## src/rtl/regfile_dump.sv

```systemverilog
// regfile_dump: walks a wrap-around register range through one read port and
// streams (addr, data) beats over valid/ready.
module regfile_dump #(
  parameter int DATA_N = 32,
  parameter int SIZE   = 32
) (
  input  logic              clk,
  input  logic              rst,
  input  logic              start,
  input  logic [4:0]        first_addr,
  input  logic [4:0]        last_addr,
  output logic [4:0]        rd_addr,
  input  logic [DATA_N-1:0] rd_data,
  output logic              out_valid,
  input  logic              out_ready,
  output logic [4:0]        out_addr,
  output logic [DATA_N-1:0] out_data,
  output logic              out_last,
  output logic              busy,
  output logic              done
);
  localparam int RW = $clog2(SIZE) + 1;
  typedef enum logic [1:0] {IDLE, RUN, DRAIN} state_t;
  state_t        state;
  logic [4:0]    ptr;
  logic [4:0]    span;
  logic [RW-1:0] remaining;
  logic          load;
  // span wraps mod 32, so last == first-1 yields a full 32-beat dump
  assign span    = last_addr - first_addr;
  assign load    = (state == RUN) && (!out_valid || out_ready);
  assign rd_addr = ptr;
  assign busy    = state != IDLE;
  always_ff @(posedge clk or posedge rst) begin
    if (rst) begin
      state     <= IDLE;
      ptr       <= '0;
      remaining <= '0;
      out_valid <= 1'b0;
      out_addr  <= '0;
      out_data  <= '0;
      out_last  <= 1'b0;
      done      <= 1'b0;
    end else begin
      done <= 1'b0;
      if (state == IDLE && start) begin
        ptr       <= first_addr;
        remaining <= RW'(span) + RW'(1);
        state     <= RUN;
      end
      if (load) begin
        out_data  <= rd_data;
        out_addr  <= ptr;
        out_valid <= 1'b1;
        out_last  <= remaining == RW'(1);
        ptr       <= ptr + 5'd1;
        remaining <= remaining - RW'(1);
        if (remaining == RW'(1)) state <= DRAIN;
      end
      if (state == DRAIN && out_valid && out_ready) begin
        out_valid <= 1'b0;
        out_last  <= 1'b0;
        done      <= 1'b1;
        state     <= IDLE;
      end
    end
  end
endmodule

```

## config.mk

```make
export PLATFORM = sky130hd
export DESIGN_NAME = regfile_dump
export DESIGN_NICKNAME = d
export VERILOG_FILES = /design/src/rtl/regfile_dump.sv
export SDC_FILE = /design/constraint.sdc
export NUM_CORES = 1
export LEC_CHECK = 0
export ABC_CLOCK_PERIOD_IN_PS = 1900
export CORE_AREA = 3 3 72 88
export CTS_CLUSTER_SIZE = 14
export DETAILED_ROUTE_END_ITERATION = 7
export DIE_AREA = 0 0 75 91
export PLACE_DENSITY = 0.78
export SLEW_MARGIN = 30
export SYNTH_ARGS = -nofsm -noshare
export SYNTH_HDL_FRONTEND = slang
export SYNTH_SLANG_ARGS = --single-unit
```

## constraint.sdc

```tcl
create_clock -name clk -period 1.9 [get_ports clk]
set_input_delay 0.19 -clock clk [delete_from_list [all_inputs] [get_ports clk]]
set_output_delay 0.19 -clock clk [all_outputs]
set_load 0.1 [all_outputs]
```

==> impl_metrics.tcl, run 1 <==
set metrics [dict create \
    drt-initial-drc-count 85 \
    n_antenna_cell 0 \
    cpPeakStageDelay_ns 0.54 \
    rr_endpoint "rd_addr[0]$_DFFE_PP0P_" \
    grt-ovfl-total 0 \
    root_buffer "clkbuf_8" \
    ys_seq_area_frac 0.545 \
    cts_sinks 53 \
    avgRoutedWirePerCell_um 13.5 \
    path_delay_family "adder cells" \
    dpl.hpwl_um 4560 \
    worstPathRequired_ns 2.09 \
    synthTopCellsByCount "nand2_1 (114), dfrtp_1 (53), inv_1 (14)" \
    dpl_worst_slack_ns -0.352 \
    cts-buffers-inserted 5 \
    insertion_delay_ns 0.30 \
    first_global_vias 2039 \
    place_congestion 0.773 \
    crit_start "last_addr[0]" \
    synth.largest_area_cell "dfrtp_1" \
    path_cells "clkdlybuf4s50_1 -> inv_1 -> ha_2 -> inv_1 -> fa_2 -> ha_2 -> and4b_1 -> xnor2_1 -> mux2i_1" \
    final_net_count 425 \
    yosysMostFrequentCell "nand2_1" \
    synth_top_area_frac 0.545 \
    synth_edf_count 0 \
    grt_max_degree 29 \
    core-area_mm2 0.00559 \
    hp-class "in2reg" \
    cts_setup_buffers 0 \
    synth.distinct_cells 37 \
    fmax_mhz 563 \
    finalHoldViolations 0 \
    setup_violations 0 \
    max_slew_margin 0.609 \
    io_pins 92 \
    syn-instance-count 269 \
    start_kind "input pin" \
    crit_fanout 2 \
    drive_gt1_frac 0.210 \
    wirelength_um 5870 \
    start_util 0.435 \
    grt_pass1_wl_um 9390 \
    path_depth 9 \
    worstSetupPathType "in2reg" \
    h-tree-depth 2 \
    ys_warn_count 0 \
    fin_worst_skew_ns 0.00818 \
    die_w_um 75 \
    maxSlewViolCount 0 \
    cts_tree "built" \
    worst_slew_pin_slew_ns 0.585 \
    synth_ff_type "dfrtp_1" \
    synth_area_mm2 0.00243 \
    crit_buf_inv 3 \
    ys_ff_latch 53 \
    reg2reg_depth 4 \
    postCtsHoldBufs 0 \
    area_growth_pct 43.7 \
    period_needed_ns 1.78 \
    critPathSlowestCell "fa_2" \
    die_h_um 91 \
    grtUsageTotal 0.175 \
    cap_violations 0 \
    portBuffers 91 \
    ctsLongestPathBuffers 2 \
    syn_avg_cell_area_um2 9.04 \
    drc 0 \
    async_reset_ff_frac 1.00 \
    synth_fp_nets 324 \
    num_rows 30 \
    crit_end "remaining[4]$_DFFE_PP0P_" \
    vias 2164 \
    drtAntennaViolNets 0 \
    r2r_slack_ns 0.36 \
    path_clk_slew_ns 0.09 \
    antenna_found_initial 0 \
    ys_top_cells_by_area "dfrtp_1 (55%), nand2_1 (18%), ha_1 (4.1%)" \
    outcome "finished clean" \
    setup_ws_ns 0.123 \
    drt-vias-per-instance 4.97 \
    period_share 0.935 \
    hp-start "first_addr[0]" \
    crit_arrival_ns 1.97 \
    regToRegStartpoint "state[0]$_DFF_PP0_" \
    dieArea_mm2 0.00683 \
    cp-end-kind "flip-flop" \
    drt_pass1_iterations 4 \
]
==> cells in the final DEF (no fill, tap or decap), drive strengths merged, types with 3 or more instances in the layout <==
| cell type | synthesis | final |
|---|---|---|
| dfrtp | 53 | 53 |
| o21ai | 6 | 6 |
| ha | 8 | 8 |
| nand3 | 8 | 8 |
| clkbuf | 3 | 7 |
| xor2 | 4 | 4 |
| a21oi | 9 | 9 |
| buf | 8 | 60 |
| xnor2 | 3 | 3 |
| clkdlybuf4s50 | 0 | 44 |
| nor2 | 10 | 10 |
| nand2 | 115 | 115 |
| inv | 14 | 14 |
==> through the flow <==
stage	TNS [ns]	cell area (um^2)	hold WS, ns	utilization	instances
floorplan	0	2430	0.295	-	269
global placement	-1.07	3380	0.459	0.604	427
detailed placement	-1.42	3380	0.463	0.604	427
CTS	0	3480	0.290	0.623	435
global route	-0.0202	3500	0.207	0.625	435
finish	0	3500	0.193	0.625	435
==> worst min path at each step <==
stage | end | slack, ns | depth (start not counted)
2_1_floorplan | out_data[0]$_DFFE_PP0P_ | 0.30 | 2
3_3_place_gp | out_data[18]$_DFFE_PP0P_ | 0.46 | 2
3_5_place_dp | out_data[31]$_DFFE_PP0P_ | 0.46 | 2
4_1_cts | out_data[3]$_DFFE_PP0P_ | 0.29 | 2
5_1_grt | rd_addr[0]$_DFFE_PP0P_ | 0.21 | 2
6_report | rd_addr[0]$_DFFE_PP0P_ | 0.19 | 2
==> timing repair <==
item,in CTS,in global routing
pin swaps,0,3
endpoints found under the setup margin,1,3
gates resized for setup,1,4
==> layer usage <==
layer  part of all wire  up-vias  global-route usage
li1                   -     1063                   -
met1               0.41     1019               0.209
met2               0.52       76               0.306
met3              0.065        6              0.0365
met4              0.012        0              0.0519
met5                  0        -                   0
==> flip-flops by register name, summed over array words and instances (netlist names) <==
| name | count |
|---|---|
| out_last | 1 |
| done | 1 |
| out_valid | 1 |
| out_addr | 5 |
| rd_addr | 5 |
| state | 2 |
| remaining | 6 |
| out_data | 32 |
==> kinds of logic (layout without fill, tap and decap cells) <==
kind of cell	Yosys count	after routing	synth area share
AOI/OAI and AO/OA	29	29	0.0808
xor gates and xnor gates	7	7	0.0283
adders and majority gates	9	9	0.0494
buffers and inverters	25	127	0.0478
DFF	53	53	0.545
muxes	1	1	0.00412
and+or+nand+nor	145	145	0.244
==> cell type report <==
cell class	count	area, um^2
Clock buffer	7	96.3
Sequential cell	53	1330
Multi-Input combinational cell	191	1010
Inverter	14	52.6
Timing Repair Buffer	105	928
Tap cell	64	80.1
Fill cell	480	2100
Clock inverter	1	5.00
Power of run 1 is left out: the tool's default activity adds up to more than one toggle a clock period on the data nets, which glitch-free logic cannot reach.
==> run 2, diff against run 1 <==
--- a/config.mk
+++ b/config.mk
@@ -5,11 +5,10 @@
 export SDC_FILE = /design/constraint.sdc
 export NUM_CORES = 1
 export LEC_CHECK = 0
-export ABC_CLOCK_PERIOD_IN_PS = 1900
-export CORE_AREA = 3 3 72 88
+export CORE_AREA = 3 3 83 77
 export CTS_CLUSTER_SIZE = 14
 export DETAILED_ROUTE_END_ITERATION = 7
-export DIE_AREA = 0 0 75 91
+export DIE_AREA = 0 0 86 80
 export PLACE_DENSITY = 0.78
 export SLEW_MARGIN = 30
 export SYNTH_ARGS = -nofsm -noshare
==> constraint.sdc (replaced) <==
create_clock -name clk -period 1.8 [get_ports clk]
set_input_delay 0.18 -clock clk [delete_from_list [all_inputs] [get_ports clk]]
set_output_delay 0.18 -clock clk [all_outputs]
set_load 0.1 [all_outputs]
==> run 2 against run 1 <==
Compared with the run above: critical path depth is 1 lower; die area increased by 0.81%; sequential share of layout area down 0.58 points; sequential cell count did not move; hold slack worse by 0.011 ns; utilization is 0.63 points higher; global-route usage grew 0.34 points; first-iteration DRC count is 19% lower; setup slack worse by 0.066 ns; non-clock buffer count unchanged; critical path type unchanged; largest cell class unchanged.
==> impl_metrics.tcl, run 2 (same netlist as run 1, synthesis figures left out) <==
set metrics [dict create \
    critPathSlowestCell "clkdlybuf4s50_1" \
    worst_slew_pin_slew_ns 0.438 \
    dpl.cell_count 433 \
    cap_violations 0 \
    die_w_um 86 \
    cp-end-kind "flip-flop" \
    cpMostUsedCell "nand3b_1" \
    dpl.hpwl_um 4520 \
    cts_tree "built" \
    root_buffer "clkbuf_8" \
    insertion_delay_ns 0.30 \
    antenna_found_initial 0 \
    rsz0062_at_grt "no" \
    final_net_count 425 \
    grtUsageTotal 0.178 \
    hold_slack_ns 0.181 \
    path_delay_family "buffers and inverters" \
    cts-buffers-inserted 5 \
    area_growth_pct 46.1 \
    final_common_cell "nand2_1" \
    avgRoutedWirePerCell_um 13.5 \
    n_antenna_cell 0 \
    finish.utilization 0.631 \
    grt-ovfl-total 0 \
    outcome "finished clean" \
    r2r_slack_ns 0.25 \
    final_area_mm2 0.00355 \
    h-tree-depth 2 \
    regToRegStartpoint "out_valid$_DFFE_PP0P_" \
    period_needed_ns 1.74 \
    setup_violations 0 \
    reg2reg_depth 6 \
    io_pins 92 \
    crit_buf_inv 2 \
    n_fill_cell 491 \
    top_register "out_data" \
    cpPeakStageDelay_ns 0.48 \
    path_cells "clkdlybuf4s50_1 -> inv_1 -> ha_2 -> nand3b_1 -> nand3b_1 -> nor2b_1 -> xor2_1 -> a221oi_2" \
    place_congestion 0.929 \
    maxSlewViolCount 0 \
    worstPathRequired_ns 2.01 \
    dieArea_mm2 0.00688 \
    drc 0 \
    period_share 0.969 \
    postCtsHoldBufs 0 \
    die_h_um 80 \
    largest_reg_flops 32 \
    drt-initial-drc-count 69 \
    grt_pass1_wl_um 9830 \
    stdcell_count 441 \
    reg_top3 "out_data x32, remaining x6" \
    wirelength_um 5940 \
    path_clk_slew_ns 0.10 \
    crit_arrival_ns 1.95 \
    cts_sinks 53 \
    drive_gt1_frac 0.224 \
    start_util 0.432 \
    final_cell_mix "nand2_1 (114), buf_4 (58), dfrtp_1 (51)" \
    hp-class "in2async" \
    rr_endpoint "rd_addr[4]$_DFFE_PP0P_" \
    portBuffers 91 \
    finalHoldViolations 0 \
    dpl-instance-area_mm2 0.00339 \
    num_rows 26 \
    vias 2144 \
    drt-vias-per-instance 4.86 \
    ctsLongestPathBuffers 2 \
    drt_pass1_iterations 4 \
    grt_max_degree 24 \
    crit_fanout 4 \
    fin_worst_skew_ns 0.00973 \
    core-area_mm2 0.00563 \
    start_kind "input pin" \
    drtAntennaViolNets 0 \
    first_global_vias 2079 \
    max_slew_margin 0.706 \
    worstSetupPathType "in2reg" \
    fmax_mhz 574 \
]
## run 2: timing repair
action | in CTS | in global routing
setup buffers | 0 | 0
pin swaps | 2 | 4
gates resized for setup | 3 | 9
hold endpoints to repair | 0 | 0
setup endpoints to repair | 4 | 5
## run 2: metrics by stage
stage               setup TNS (ns)  setup WS, ns
finish                           0        0.0567
global route                     0        0.0192
CTS                       -0.00666      -0.00666
detailed placement           -1.90        -0.416
global placement             -1.52        -0.352
floorplan                        0       0.00472
## run 2: layout make-up
| cell class | instances | area, um^2 | area share |
|---|---|---|---|
| Sequential cell | 53 | 1330 | 0.374 |
| Timing Repair Buffer | 105 | 931 | 0.262 |
| Inverter | 14 | 52.6 | 0.0148 |
| Clock buffer | 5 | 68.8 | 0.0194 |
| Tap cell | 70 | 87.6 | 0.0246 |
| Multi-Input combinational cell | 191 | 1040 | 0.293 |
| Clock inverter | 3 | 43.8 | 0.0123 |
## run 2: routing by layer
layer	routed length, um	global-route usage	vias to the layer above
met5	0	0	-
met4	27	0.0332	0
met3	392	0.0402	5
met2	2870	0.304	58
met1	2650	0.233	1015
li1	-	-	1066
## run 2: worst max-delay path by stage
stage,from,end,cells after the start
5_1_grt,first_addr[2],remaining[3]$_DFFE_PP0P_,8
6_report,first_addr[2],remaining[3]$_DFFE_PP0P_,8
3_3_place_gp,first_addr[0],remaining[4]$_DFFE_PP0P_,9
3_5_place_dp,first_addr[0],remaining[2]$_DFFE_PP0P_,9
4_1_cts,first_addr[0],remaining[4]$_DFFE_PP0P_,8
2_1_floorplan,rd_addr[1]$_DFFE_PP0P_,rd_addr[4]$_DFFE_PP0P_,4
## run 2: worst reg2reg max path, cell delays in order, from the launching register on
cell	delay, ns
dfrtp_2	0.44
nand2b_1	0.11
and3_1	0.34
buf_4	0.30
nand2_1	0.08
a21oi_1	0.14
nor2_1	0.05
Power of run 2 is left out for the same reason.
